File: config.mk
export PLATFORM = sky130hd
export DESIGN_NAME = ex_stage
export DESIGN_NICKNAME = d
export VERILOG_FILES = /design/src/rtl/ex_stage_pkg.sv /design/src/rtl/ex_stage_alu.sv /design/src/rtl/ex_stage.sv
export SDC_FILE = /design/constraint.sdc
export NUM_CORES = 1
export LEC_CHECK = 0
export ABC_AREA = 1
export BUFFER_PORTS_ARGS = -buffer_cell sky130_fd_sc_hd__buf_2
export CAP_MARGIN = 20
export CORE_MARGIN = 2
export CORE_UTILIZATION = 26
export DETAILED_ROUTE_END_ITERATION = 10
export MAX_ROUTING_LAYER = met4
export PLACE_DENSITY = 0.49
export SKIP_LAST_GASP = 1
export SYNTH_ARGS = -nofsm -noshare
export SYNTH_HDL_FRONTEND = slang
export SYNTH_SLANG_ARGS = --single-unit
File: constraint.sdc
create_clock -name clk -period 6.7 [get_ports clk]
set_input_delay 0.67 -clock clk [delete_from_list [all_inputs] [get_ports clk]]
set_output_delay 0.67 -clock clk [all_outputs]
set_load 0.005 [all_outputs]
File: src/rtl/ex_stage_pkg.sv
// Shared encodings for the MIPS execute stage: ALU opcodes, reset word, forwarding selects.
`default_nettype none
package ex_stage_pkg;
  localparam logic [2:0] ALU_ADD = 3'b000;
  localparam logic [2:0] ALU_SUB = 3'b001;
  localparam logic [2:0] ALU_AND = 3'b010;
  localparam logic [2:0] ALU_OR  = 3'b011;
  localparam logic [2:0] ALU_SLT = 3'b100;
  localparam logic [2:0] ALU_NOR = 3'b101;

  localparam logic [31:0] WORD_ZERO = 32'h0000_0000;

  typedef enum logic [1:0] {
    FWD_REG   = 2'd0,
    FWD_EXMEM = 2'd1,
    FWD_MEMWB = 2'd2
  } fwd_sel_e;

  // EX/MEM is the younger producer, so it must win over MEM/WB.
  function automatic fwd_sel_e fwd_select(input logic exmem_hit, input logic memwb_hit);
    if (exmem_hit)      return FWD_EXMEM;
    else if (memwb_hit) return FWD_MEMWB;
    else                return FWD_REG;
  endfunction
endpackage
`default_nettype wire

File: src/rtl/ex_stage_alu.sv
// Combinational ALU: wrap-around arithmetic, signed SLT, unused opcodes yield zero.
`default_nettype none
module ex_stage_alu
  import ex_stage_pkg::*;
#(
  parameter int WIDTH = 32
) (
  input  logic [2:0]       op,
  input  logic [WIDTH-1:0] a,
  input  logic [WIDTH-1:0] b,
  output logic [WIDTH-1:0] result
);
  always_comb begin
    result = '0;
    case (op)
      ALU_ADD: result = a + b;
      ALU_SUB: result = a - b;
      ALU_AND: result = a & b;
      ALU_OR:  result = a | b;
      ALU_SLT: result = {{(WIDTH-1){1'b0}}, ($signed(a) < $signed(b))};
      ALU_NOR: result = ~(a | b);
      default: result = '0;
    endcase
  end
endmodule
`default_nettype wire

File: src/rtl/ex_stage.sv
// Execute stage: operand forwarding, ALU, and the EX/MEM pipeline register.
`default_nettype none
module ex_stage
  import ex_stage_pkg::*;
#(
  parameter int WIDTH  = 32,
  parameter int REG_AW = 5
) (
  input  logic              clk,
  input  logic              rst,
  input  logic              stall,
  input  logic              flush,
  input  logic              mem_write_in,
  input  logic              mem_read_in,
  input  logic              reg_write_in,
  input  logic              reg_dst_in,
  input  logic              mem_to_reg_in,
  input  logic              ALU_src_in,
  input  logic [2:0]        ALU_op_in,
  input  logic [WIDTH-1:0]  read_data1_in,
  input  logic [WIDTH-1:0]  read_data2_in,
  input  logic [15:0]       imm_in,
  input  logic [REG_AW-1:0] rs_in,
  input  logic [REG_AW-1:0] rt_in,
  input  logic [REG_AW-1:0] rd_in,
  input  logic              wb_reg_write,
  input  logic [REG_AW-1:0] wb_dst,
  input  logic [WIDTH-1:0]  wb_data,
  output logic              mem_write_out,
  output logic              mem_read_out,
  output logic              reg_write_out,
  output logic              mem_to_reg_out,
  output logic [WIDTH-1:0]  alu_result_out,
  output logic [WIDTH-1:0]  store_data_out,
  output logic [REG_AW-1:0] dst_out,
  output logic              zero_out
);
  logic              exmem_valid;
  logic              memwb_valid;
  fwd_sel_e          sel_a;
  fwd_sel_e          sel_b;
  logic [WIDTH-1:0]  op_a;
  logic [WIDTH-1:0]  fwd_b;
  logic [WIDTH-1:0]  op_b;
  logic [WIDTH-1:0]  imm_ext;
  logic [WIDTH-1:0]  alu_res;
  logic [REG_AW-1:0] dst_next;

  // Register 0 is hardwired, so a write targeting it never forwards.
  assign exmem_valid = reg_write_out && (dst_out != '0);
  assign memwb_valid = wb_reg_write && (wb_dst != '0);

  assign sel_a = fwd_select(exmem_valid && (dst_out == rs_in), memwb_valid && (wb_dst == rs_in));
  assign sel_b = fwd_select(exmem_valid && (dst_out == rt_in), memwb_valid && (wb_dst == rt_in));

  always_comb begin
    op_a = read_data1_in;
    case (sel_a)
      FWD_EXMEM: op_a = alu_result_out;
      FWD_MEMWB: op_a = wb_data;
      default:   op_a = read_data1_in;
    endcase
  end

  always_comb begin
    fwd_b = read_data2_in;
    case (sel_b)
      FWD_EXMEM: fwd_b = alu_result_out;
      FWD_MEMWB: fwd_b = wb_data;
      default:   fwd_b = read_data2_in;
    endcase
  end

  assign imm_ext  = {{(WIDTH-16){imm_in[15]}}, imm_in};
  assign op_b     = ALU_src_in ? imm_ext : fwd_b;
  assign dst_next = reg_dst_in ? rd_in : rt_in;

  ex_stage_alu #(.WIDTH(WIDTH)) u_alu (
    .op     (ALU_op_in),
    .a      (op_a),
    .b      (op_b),
    .result (alu_res)
  );

  // A flush only kills the side-effecting controls; data fields still load.
  always_ff @(posedge clk or posedge rst) begin
    if (rst) begin
      mem_write_out  <= 1'b0;
      mem_read_out   <= 1'b0;
      reg_write_out  <= 1'b0;
      mem_to_reg_out <= 1'b0;
      alu_result_out <= WIDTH'(WORD_ZERO);
      store_data_out <= WIDTH'(WORD_ZERO);
      dst_out        <= '0;
      zero_out       <= 1'b0;
    end else if (!stall) begin
      mem_write_out  <= mem_write_in & ~flush;
      mem_read_out   <= mem_read_in & ~flush;
      reg_write_out  <= reg_write_in & ~flush;
      mem_to_reg_out <= mem_to_reg_in;
      alu_result_out <= alu_res;
      store_data_out <= fwd_b;
      dst_out        <= dst_next;
      zero_out       <= (alu_res == '0);
    end
  end
endmodule
`default_nettype wire
==> impl_metrics.csv <==
group,metric,value,unit
place,numPlacedInstances,2329,
routing,dr.first_iter.drc_count,1054,
setup_path,max_stage_delay,0.53,ns
synthesis,synth_top_area_share,18.61,%
synthesis,synthesis.nets,1880,
clock_network,ctsResizeCount,0,
global_route,grt_overflow_total,0,
floorplanning,num_io_pins,220,
synthesis,synth_edf_count,0,
synthesis,yosysMostFrequentCell,"nand2_1",
power_and_ir_drop,p_leak,6.286,nW
run_status,status,"finished, final reports clean",
synthesis,netlist_top_cells_count,"nand2_1, inv_1, nor2_1",
floorplanning,start_util,26.42,%
routing,drcViolationCount,0,
synthesis,synthFlopType,"dfrtp_1",
place,portBuffers,219,
synthesis,ys_async_sr_fraction,100.0,%
cells_and_area,diodes,0,
global_route,grt_pass1_vias,11270,
clock_network,clk_pin_slew_worst_paths,0.07,ns
place,post-dp-hpwl,38130,um
routing,routed_wl,46490,um
clock_network,clock_sinks,74,
clock_network,holdBufCountCts,0,
sta,clock-skew-final,0.01327,ns
sta,setup_tns,0,ns
global_route,antenna_found_initial,0,
global_route,grt_pass1_wl,68870,um
clock_network,cts.htree.levels,3,
setup_path,worstSetupPathType,"flip-flop to flip-flop",
floorplanning,dieArea,39850,um^2
clock_network,cts_tree,"done",
setup_path,critPathSlowestCell,"nor2_2",
synthesis,ys_ff_latch,74,
flow_run,maxCapViolCount,0,
floorplanning,rows,71,
setup_path,crit_buf_inv,8,
sta,slew_violations,0,
routing,first_pass_iters,6,
power_and_ir_drop,p_total,2.082,mW
setup_path,crit_family,"simple AND/OR/NAND/NOR gates",
clock_network,clockBufferDepth,2,
cells_and_area,fin_cells,2346,
setup_path,worstPathRequired,7.00,ns
clock_network,insertion_delay,0.36,ns
cells_and_area,drive_gt1_share,17.38,%
synthesis,ys.warnings.count,0,
cells_and_area,syn_to_final_growth,20.01,%
min_path,hp-class,"primary input to async pin",
synthesis,synth.distinct_cells,49,
synthesis,syn_area_per_cell,6.079,um^2
clock_network,postCtsSetupBuffers,0,
setup_path,critPathArrivalTime,6.26,ns
sta,slew-limit-headroom,27.05,%
sta,clock.fmax,167.8,MHz
sta,setup_viol,0,
routing,vias,11800,
power_and_ir_drop,power_density,174.3,nW/um^2
sta,fin_ws,0.7390,ns
synthesis,postSynthCellCount,1637,
setup_path,crit_fanout,12,
place,place_congestion,0.9358,
floorplanning,dieHeight,199.6,um
sta,rsz0062_at_grt,"false",
sta,finalCriticalPeriod,5.961,ns
synthesis,netlist_area,9951,um^2
clock_network,clock-root-buffer,"clkbuf_16",
routing,wl_per_cell,19.82,um
routing,drt.antenna.violating_nets,0,
sta,period_share,88.97,%
setup_path,crit_top_cell,"nand2_1",
synthesis,seq_area_frac_synth,18.61,%
place,pre_cts_slack,0.5142,ns
global_route,track_usage,23.54,%
sta,finalHoldViolations,0,
global_route,grt_max_degree,93,
routing,viasPerCell,5.032,
setup_path,worstSetupEndpointType,"flip-flop",
floorplanning,die_x,199.6,um
synthesis,synth_largest_area_cell,"dfrtp_1",
cells_and_area,nets,2073,
setup_path,start_kind,"flip-flop",
power_and_ir_drop,ir_drop,99.23,uV
floorplanning,fp.coreArea,37670,um^2
sta,worstMarginPinSlew,1.093,ns
synthesis,synthTopCellsByArea,"dfrtp_1, nand2_1, ha_1",
clock_network,numCtsBuffers,9,
## power by group
group / switching, mW / total [mW] / internal [mW]
Clock: 0.213 / 0.512 / 0.299
Combinational: 0.675 / 1.01 / 0.334
Sequential: 0.0608 / 0.561 / 0.500
## placed cells by master, fill, tap and decap left out, types with 8 or more instances in the layout
cell       instances
nor2_1           179
nand3_2            8
xnor2_1            9
o21ai_0          136
xor2_1             8
nor3_1            23
a221oi_1          41
nand2_2           18
o211ai_1          11
a31oi_1           14
nor2_2            11
buf_2            219
o21a_1             8
a21oi_1          139
dfrtp_1           74
nand2_1          325
o22ai_1           30
ha_1              95
buf_4             15
clkbuf_16          9
nand3_1           91
inv_2              9
inv_1            288
o221ai_1           8
## logic make-up after synthesis
family          count (synthesis)  synth area share (%)
buf+inv                       354                 13.48
flops                          74                 18.61
xor+xnor                       17                 1.496
simple gates                  680                 29.52
fa+ha+maj                      97                 12.35
compound gates                415                 24.54
## flip-flops by register name, indices dropped and copies added, names as in the netlist
name / count
alu_result_out: 32
store_data_out: 32
dst_out: 5
mem_read_out: 1
mem_to_reg_out: 1
mem_write_out: 1
reg_write_out: 1
zero_out: 1
## worst min-delay path, cell delays in order
cell	delay, ns
buf_2	0.10
clkinv_2	0.03
buf_4	0.19
## path summary, 6_finish.rpt
| path | cells after the start | start | slack, ns | endpoint |
|---|---|---|---|---|
| worst max register to register | 35 | dst_out[2] | 0.74 | zero_out |
| max in group asynchronous | 4 | rst | 5.84 | store_data_out[0] |
| worst min register to register | 2 | store_data_out[3] | 0.47 | store_data_out[3] |
| min in group clk | 2 | store_data_out[3] | 0.47 | store_data_out[3] |
| worst min-delay path | 3 | rst | 0.27 | alu_result_out[24] |
| worst max-delay path | 35 | dst_out[2] | 0.74 | zero_out |
## routing by layer
layer | vias up | track usage, % | wire (um) | share of wire, %
met3 | 60 | 3.764 | 3610 | 7.8
met4 | 0 | 5.871 | 855 | 1.8
met1 | 5533 | 32.77 | 21980 | 47
li1 | 5771 | - | - | -
met5 | - | - | 0 | 0
met2 | 440 | 35.39 | 20050 | 43
## cell type report
| type | count | area, um^2 |
|---|---|---|
| fillers | 4316 | 25720 |
| multi-input cells | 1209 | 6778 |
| flip-flops and latches | 74 | 1852 |
| repair buffers | 235 | 1236 |
| inverters | 301 | 1132 |
| well taps | 511 | 639.4 |
| clock buffers | 10 | 239.0 |
| clock inverters | 6 | 65.06 |
## stage by stage
| stage | hold WS, ns | util (%) | area, um^2 |
|---|---|---|---|
| finish | 0.2734 | 31.70 | 11940 |
| global route | 0.2924 | 31.70 | 11940 |
| CTS | 0.4774 | 31.63 | 11910 |
| detailed placement | 0.4608 | 30.82 | 11610 |
| global placement | 0.4603 | 30.82 | 11610 |
| floorplan | 0.4698 | - | 9951 |
Note: power is estimated with default switching activity, not from simulation.
